==> config.mk <==
export PLATFORM = sky130hd
export DESIGN_NAME = joypad_poller
export DESIGN_NICKNAME = d
export VERILOG_FILES = /design/src/rtl/joypad_poller.sv
export SDC_FILE = /design/constraint.sdc
export NUM_CORES = 1
export LEC_CHECK = 0
export ABC_CLOCK_PERIOD_IN_PS = 1860
export CORE_MARGIN = 3
export CORE_UTILIZATION = 50
export DETAILED_ROUTE_END_ITERATION = 7
export GPL_TIMING_DRIVEN = 0
export PLACE_DENSITY_LB_ADDON = 0.2
export SLEW_MARGIN = 40
export SYNTH_ARGS = -nofsm -noshare
export SYNTH_HDL_FRONTEND = slang
export SYNTH_SLANG_ARGS = --single-unit
==> constraint.sdc <==
create_clock -name I_CLK -period 1.86 [get_ports I_CLK]
set_input_delay 0.372 -clock I_CLK [delete_from_list [all_inputs] [get_ports I_CLK]]
set_output_delay 0.372 -clock I_CLK [all_outputs]
set_load 0.02 [all_outputs]
==> src/rtl/joypad_poller.sv <==
// Host side of the NES/Famicom controller serial protocol: periodically latches
// and clocks out one or two pads and presents their keys as active-high bytes.
module joypad_poller #(
  parameter int HALF     = 126,
  parameter int POLL_CYC = 350000
) (
  input  logic       I_CLK,
  input  logic       I_RESET,
  input  logic       I_ENABLE,
  input  logic       I_JOYPAD_DATA1,
  input  logic       I_JOYPAD_DATA2,
  output logic       O_JOYPAD_LATCH,
  output logic       O_JOYPAD_CLK,
  output logic [7:0] O_KEYS1,
  output logic [7:0] O_KEYS2,
  output logic       O_VALID
);

  localparam int CNT_W = (POLL_CYC > 1) ? $clog2(POLL_CYC) : 1;
  localparam int TMR_W = $clog2(2 * HALF);
  localparam logic [CNT_W-1:0] CNT_LAST       = CNT_W'(POLL_CYC - 1);
  localparam logic [TMR_W-1:0] TMR_HALF_LAST  = TMR_W'(HALF - 1);
  localparam logic [TMR_W-1:0] TMR_LATCH_LAST = TMR_W'(2 * HALF - 1);

  typedef enum logic [2:0] {
    S_IDLE,
    S_LATCH,
    S_GAP,
    S_CLK_HI,
    S_CLK_LO,
    S_DONE
  } state_t;

  state_t           r_state;
  state_t           w_nextState;
  logic [CNT_W-1:0] r_pollCnt;
  logic [TMR_W-1:0] r_tmr;
  logic [2:0]       r_bitIdx;
  logic             r_meta1, r_sync1, r_meta2, r_sync2;
  logic [7:0]       r_shift1, r_shift2;
  logic             r_latch, r_clk, r_valid;
  logic [7:0]       r_keys1, r_keys2;
  logic             w_start, w_lastCyc, w_sample, w_latchNxt, w_clkNxt;

  assign O_JOYPAD_LATCH = r_latch;
  assign O_JOYPAD_CLK   = r_clk;
  assign O_KEYS1        = r_keys1;
  assign O_KEYS2        = r_keys2;
  assign O_VALID        = r_valid;

  assign w_start = (r_pollCnt == CNT_LAST) && I_ENABLE && (r_state == S_IDLE);

  always_ff @(posedge I_CLK) begin
    if (I_RESET) begin
      r_meta1 <= 1'b0;
      r_sync1 <= 1'b0;
      r_meta2 <= 1'b0;
      r_sync2 <= 1'b0;
    end else begin
      r_meta1 <= I_JOYPAD_DATA1;
      r_sync1 <= r_meta1;
      r_meta2 <= I_JOYPAD_DATA2;
      r_sync2 <= r_meta2;
    end
  end

  // Poll counter free-runs regardless of the FSM or enable.
  always_ff @(posedge I_CLK) begin
    if (I_RESET || (r_pollCnt == CNT_LAST)) r_pollCnt <= '0;
    else                                    r_pollCnt <= r_pollCnt + 1'b1;
  end

  always_ff @(posedge I_CLK) begin
    if (I_RESET) r_state <= S_IDLE;
    else         r_state <= w_nextState;
  end

  always_comb begin
    w_nextState = r_state;
    w_lastCyc   = 1'b0;
    case (r_state)
      S_IDLE: begin
        if (w_start) w_nextState = S_LATCH;
      end
      S_LATCH: begin
        w_lastCyc = (r_tmr == TMR_LATCH_LAST);
        if (w_lastCyc) w_nextState = S_GAP;
      end
      S_GAP: begin
        w_lastCyc = (r_tmr == TMR_HALF_LAST);
        if (w_lastCyc) w_nextState = S_CLK_HI;
      end
      S_CLK_HI: begin
        w_lastCyc = (r_tmr == TMR_HALF_LAST);
        if (w_lastCyc) w_nextState = S_CLK_LO;
      end
      S_CLK_LO: begin
        w_lastCyc = (r_tmr == TMR_HALF_LAST);
        if (w_lastCyc) w_nextState = (r_bitIdx == 3'd7) ? S_DONE : S_CLK_HI;
      end
      S_DONE: begin
        w_lastCyc   = 1'b1;
        w_nextState = S_IDLE;
      end
      default: w_nextState = S_IDLE;
    endcase
    w_sample   = w_lastCyc &&
                 ((r_state == S_GAP) || ((r_state == S_CLK_LO) && (r_bitIdx != 3'd7)));
    w_latchNxt = (w_nextState == S_LATCH);
    w_clkNxt   = (w_nextState == S_CLK_HI);
  end

  always_ff @(posedge I_CLK) begin
    if (I_RESET || (r_state == S_IDLE) || w_lastCyc) r_tmr <= '0;
    else                                             r_tmr <= r_tmr + 1'b1;
  end

  always_ff @(posedge I_CLK) begin
    if (I_RESET || (r_state == S_IDLE))              r_bitIdx <= 3'd0;
    else if ((r_state == S_CLK_LO) && w_lastCyc)     r_bitIdx <= r_bitIdx + 1'b1;
  end

  // Shifting in from the top leaves the first sample in bit 0 after eight steps.
  always_ff @(posedge I_CLK) begin
    if (I_RESET) begin
      r_shift1 <= 8'h00;
      r_shift2 <= 8'h00;
    end else if (w_sample) begin
      r_shift1 <= {r_sync1, r_shift1[7:1]};
      r_shift2 <= {r_sync2, r_shift2[7:1]};
    end
  end

  // Pad pins are registered so they never glitch on state decode.
  always_ff @(posedge I_CLK) begin
    if (I_RESET) begin
      r_latch <= 1'b0;
      r_clk   <= 1'b0;
      r_valid <= 1'b0;
      r_keys1 <= 8'h00;
      r_keys2 <= 8'h00;
    end else begin
      r_latch <= w_latchNxt;
      r_clk   <= w_clkNxt;
      r_valid <= (r_state == S_DONE);
      if (r_state == S_DONE) begin
        r_keys1 <= ~r_shift1;
        r_keys2 <= ~r_shift2;
      end
    end
  end

endmodule

* After elaboration in Yosys (flattened, before gate mapping)
Cells that the tools add are included.
** Operators by class
- Add/sub/neg operators :: 3
- Eq/ne operators :: 12
- Mux-type cells :: 8
- Bitwise gates (word level) :: 2
- Reductions and logical operators :: 11
** Operator list (count)
- 19-bit by 1-bit adder with 19-bit output, second input constant :: 1
- 19-bit == test, second input constant :: 1
- 3-bit 2-to-1 mux :: 6
- 8-bit NOT :: 2
- 3-bit one-hot mux with 5 select lines :: 1
- 3-bit by 2-bit == test with 1-bit output, second input constant :: 3
- 3-bit == test, second input constant :: 3
- 8-bit by 1-bit adder with 8-bit output, second input constant :: 1
- 8-bit by 7-bit == test with 1-bit output, second input constant :: 1
- 8-bit == test, second input constant :: 1
- 3-bit by 1-bit == test with 1-bit output, second input constant :: 2
- 1-bit logical AND :: 5
- 1-bit logical OR :: 4
- 3-bit by 1-bit adder with 3-bit output, second input constant :: 1
- 3-bit zero test :: 1
- 3-bit != test, second input constant :: 1
- 1-bit one-hot mux with 3 select lines :: 1
- 3-bit OR reduction :: 1
** Word-level totals
- Register bits :: 72
- Output and inout bits :: 19
- Logic and storage cells :: 51

* Depth between registers and ports, before layout
- Depth after elaboration :: 6
- Depth in mapped cells :: 8
- Mapped depth without buffers :: 6

* Worst setup path before layout
OpenSTA, ideal clock, no wires.
- Path kind :: register to register
- Start point :: reg r_bitIdx[0]
- End point :: reg r_shift1[0]
- Arrival :: 1904 ps
- Data required time :: 1794 ps
- Slack :: -111 ps
- Stages on the path, launching flop included :: 8
- Path buffers :: 1
- Period minus slack after synthesis :: 1971 ps
- Path through :: dfxtp_1 -> ha_1 -> ha_1 -> or3b_4 -> a2111oi_4 -> buf_6 -> nand2_1 -> a21oi_2
** Between the ends
- Word-level cells in the longest chain between the ends :: 4
** RTL lines
- from (decl) :: RTL line 38 : logic [2:0] r_bitIdx;
- from (signal assigned) :: RTL line 120 : else if ((r_state == S_CLK_LO) && w_lastCyc) r_bitIdx <= r_bitIdx + 1'b1;
- 3-bit != test :: RTL line 108 : ((r_state == S_GAP) || ((r_state == S_CLK_LO) && (r_bitIdx != 3'd7)));
- 1-bit logical AND :: RTL line 108
- 1-bit logical OR :: RTL line 108
- 1-bit logical AND :: RTL line 107 : w_sample = w_lastCyc &&
- to (signal assigned) :: RTL line 129 : r_shift1 <= {r_sync1, r_shift1[7:1]};
- to (decl) :: RTL line 40 : logic [7:0] r_shift1, r_shift2;
Every way passes these cells.
A chain may end at the register's enable or synchronous reset.

* Worst setup path in the final report
- Start point :: reg r_bitIdx[0]
- End point :: reg r_shift1[3]
Same word-level chain as after synthesis.

==> impl_metrics.py <==
metrics = {
    "sta": {
        "layout_worst_path_cycle_share_pct": 109,
        "skew_ns": 0.00735,
        "period_needed_ns": 2.02,
        "fin_tns_setup_ns": -2.35,
        "relSlewSlack_pct": 62.3,
        "fin_ws_ns": -0.163,
        "setup_viol": 16,
        "hold_viol_final": 0,
        "fmax_ghz": 0.494,
        "worstMarginPinSlew_ns": 0.566,
        "fin_hold_ws_ns": 0.440,
        "slew_viol_final": 0,
        "rsz0062_at_grt": "yes",
    },
    "worst_setup_path": {
        "critPathSlowestCell": "a2111o_1",
        "worstSetupEndpointType": "register",
        "critPathMaxFanout": 10,
        "slowest_delay_ns": 0.50,
        "crit_top_cell": "ha_4",
        "crit_type": "reg -> reg",
        "rrSetupSlack_ns": -0.16,
        "crit_arrival_ns": 2.26,
        "cp-endpoint": "r_shift1[3]$_SDFFE_PP0P_",
        "critPathRequiredTime_ns": 2.09,
        "startpoint_type": "register",
        "reg2reg_depth": 7,
        "cp_top_family": "compound AO/OA/AOI/OAI gates",
        "crit_start": "r_bitIdx[0]$_SDFFE_PP0P_",
        "crit_chain": "ha_4 > ha_4 > or3b_4 > a2111o_1 > buf_6 > nand2_1 > a21oi_2",
        "cp_num_buf_inv": 1,
        "path_depth": 7,
        "r2r_start": "r_bitIdx[0]$_SDFFE_PP0P_",
        "reg2reg_to": "r_shift1[3]$_SDFFE_PP0P_",
    },
    "global_routing": {
        "antenna_found_initial": 0,
        "grt_pass1_wl_mm": 10.7,
        "grt_max_degree": 14,
        "grt_usage_pct": 18.5,
        "grt_overflow": 0,
        "grt_pass1_vias": 2334,
    },
    "yosys": {
        "synth.most_common_cell": "dfxtp_1",
        "synth_top_cell_area_share_pct": 48.3,
        "synth-main-ff-cell": "dfxtp_1",
        "synth_cell_types": 48,
        "syn_area_um2": 2990,
        "syn_nets": 339,
        "synth_area_per_cell_um2": 9.08,
        "synth_edf_count": 0,
        "ys_ff_latch": 72,
        "synth_area_leaders": "dfxtp_1 48%, nor2_1 5.8%, nand2_1 5.2%, xor2_1 4.4%, a211oi_1 3.5%",
        "synth_commonest_cells": "72 x dfxtp_1, 46 x nor2_1, 41 x nand2_1",
        "postSynth.asyncResetShare_pct": 0,
        "yosysWarnings": 0,
        "synth_top_area_cell": "dfxtp_1",
        "synth_cells": 329,
        "ys_seq_area_share_pct": 48.3,
    },
    "cells_and_area": {
        "instances_no_fill": 451,
        "area_growth_pct": 28.2,
        "multi_input_area_um2": 1570,
        "antennaDiodeCount": 0,
        "regArea_um2": 1450,
        "drive_above_1_share_pct": 25.9,
        "fillCellCount": 422,
        "post-route-cell-area_um2": 3830,
        "final_nets": 384,
    },
    "run": {
        "cap_violations": 0,
    },
    "floorplan": {
        "dieArea_um2": 6940,
        "core-area_um2": 5640,
        "die_w_um": 83.3,
        "start_util_pct": 52.9,
        "fp-row-count": 27,
        "die_y_um": 83.3,
        "pin_count": 24,
    },
    "place": {
        "placed_cells": 424,
        "routabilityCongestion": 0.833,
        "dp_hpwl_mm": 4.03,
        "pre_cts_slack_ns": -0.271,
        "postPlaceCellArea_um2": 3370,
        "io_buffers": 23,
    },
    "cts": {
        "clk_latency_ns": 0.34,
        "cts-root-buf": "clkbuf_8",
        "cts_inserted_buffers": 9,
        "cts_tree": "yes",
        "path_clk_slew_ns": 0.08,
        "cts_buffer_depth": 2,
        "htree_levels": 3,
        "holdBufCountCts": 0,
        "clkSinkCount": 72,
    },
    "power_and_ir_drop": {
        "vdd_ir_drop_max_mv": 0.477,
        "p_per_area_nw_per_um2": 756,
        "leakage_nw": 1.30,
    },
    "min_path": {
        "hold_path.class": "reg -> reg",
    },
    "routing": {
        "drtAntennaViolNets": 0,
        "vias": 2474,
        "drcViolationCount": 0,
        "wl_mm": 6.22,
        "avgRoutedWirePerCell_um": 13.8,
        "drt_pass1_iterations": 4,
        "dr.first_iter.drc_count": 148,
        "via_per_inst": 5.49,
    },
    "run_status": {
        "status": "finished with violations",
        "failed_checks": "negative setup slack",
    },
}
## how the worst min path moves through the flow
| stage | startpoint | endpoint | slack, ns | depth (start not counted) |
|---|---|---|---|---|
| 2_1_floorplan | r_shift1[0]$_SDFFE_PP0P_ | O_KEYS1[0]$_SDFFE_PP0P_ | 0.41 | 1 |
| 6_report | r_shift1[0]$_SDFFE_PP0P_ | O_KEYS1[0]$_SDFFE_PP0P_ | 0.44 | 1 |
| 3_3_place_gp | r_meta1$_SDFF_PP0_ | r_sync1$_SDFF_PP0_ | 0.42 | 1 |
| 4_1_cts | r_shift1[0]$_SDFFE_PP0P_ | O_KEYS1[0]$_SDFFE_PP0P_ | 0.44 | 1 |
| 5_1_grt | r_meta1$_SDFF_PP0_ | r_sync1$_SDFF_PP0_ | 0.46 | 1 |
| 3_5_place_dp | r_shift1[0]$_SDFFE_PP0P_ | O_KEYS1[0]$_SDFFE_PP0P_ | 0.43 | 1 |
## cells in the final DEF (no fill, tap or decap), types with 2 or more instances in the layout
cell              n
and4_1            2
clkbuf_8         10
buf_6             6
clkdlybuf4s50_1  23
nand4_1           9
a211oi_1         13
nor2b_1           5
buf_2             4
buf_4            11
and2_1            3
nand3_1          11
a211o_1           2
ha_4              2
o21ai_0           9
a21oi_1          14
ha_1              3
and3_1            5
clkinvlp_4        2
inv_1             4
and4b_1           2
a21oi_2          16
xnor2_1           3
clkbuf_16         2
nand2_1          20
nor2_1           46
dfxtp_1          68
clkbuf_1          4
xor2_1           15
or3_1             5
dfxtp_2           4
nand2_2          21
## layout make-up
type	instances	share of cell area, %
Buffer	17	3.43
Clock buffer	10	3.60
Clock inverter	6	1.77
Inverter	4	0.392
Multi-Input combinational cell	234	40.9
Sequential cell	72	37.8
Tap cell	72	2.35
Timing Repair Buffer	36	9.77
## cells by family after synthesis
| family | share of synthesized area (%) |
|---|---|
| XOR/XNOR | 5.28 |
| multiplexers | 0.335 |
| buffers and inverters | 4.44 |
| adder cells (fa/ha/maj) | 2.09 |
| flip-flops | 48.3 |
| AO/OA/AOI/OAI | 15.9 |
| AND/OR/NAND/NOR | 23.7 |
## metrics by stage
step	util, %	power, mW
6_report	67.8	2.89
5_1_grt	67.8	3.00
4_1_cts	64.8	2.89
3_5_place_dp	59.7	1.65
3_3_place_gp	59.6	1.65
2_1_floorplan	-	1.63
## per-layer routing
layer	track usage, %	up-vias	share of wire [%]
met1	24.4	1160	47
li1	-	1246	-
met5	0	-	0
met2	29.6	58	48
met3	5.16	10	4.9
met4	5.35	0	0.92
## timing repair
item	in CTS	in global routing
setup endpoints to repair	42	48
gates cloned	0	2
pin swaps	8	5
setup buffers	5	6
resized for setup	13	24
## flip-flops by register name, indices dropped and copies added, names as in the netlist, 3 cells and up
register	cells
r_tmr	8
r_state	3
O_KEYS1	8
r_shift1	8
r_shift2	8
O_KEYS2	8
r_bitIdx	3
r_pollCnt	19
## where the power goes
part / internal (mW) / total [mW] / switching, mW
Clock: 0.660 / 1.26 / 0.602
Combinational: 0.0351 / 0.0747 / 0.0397
Sequential: 1.55 / 1.56 / 0.00665
Total: 2.24 / 2.89 / 0.648
Power figures use the tool's default switching activity.
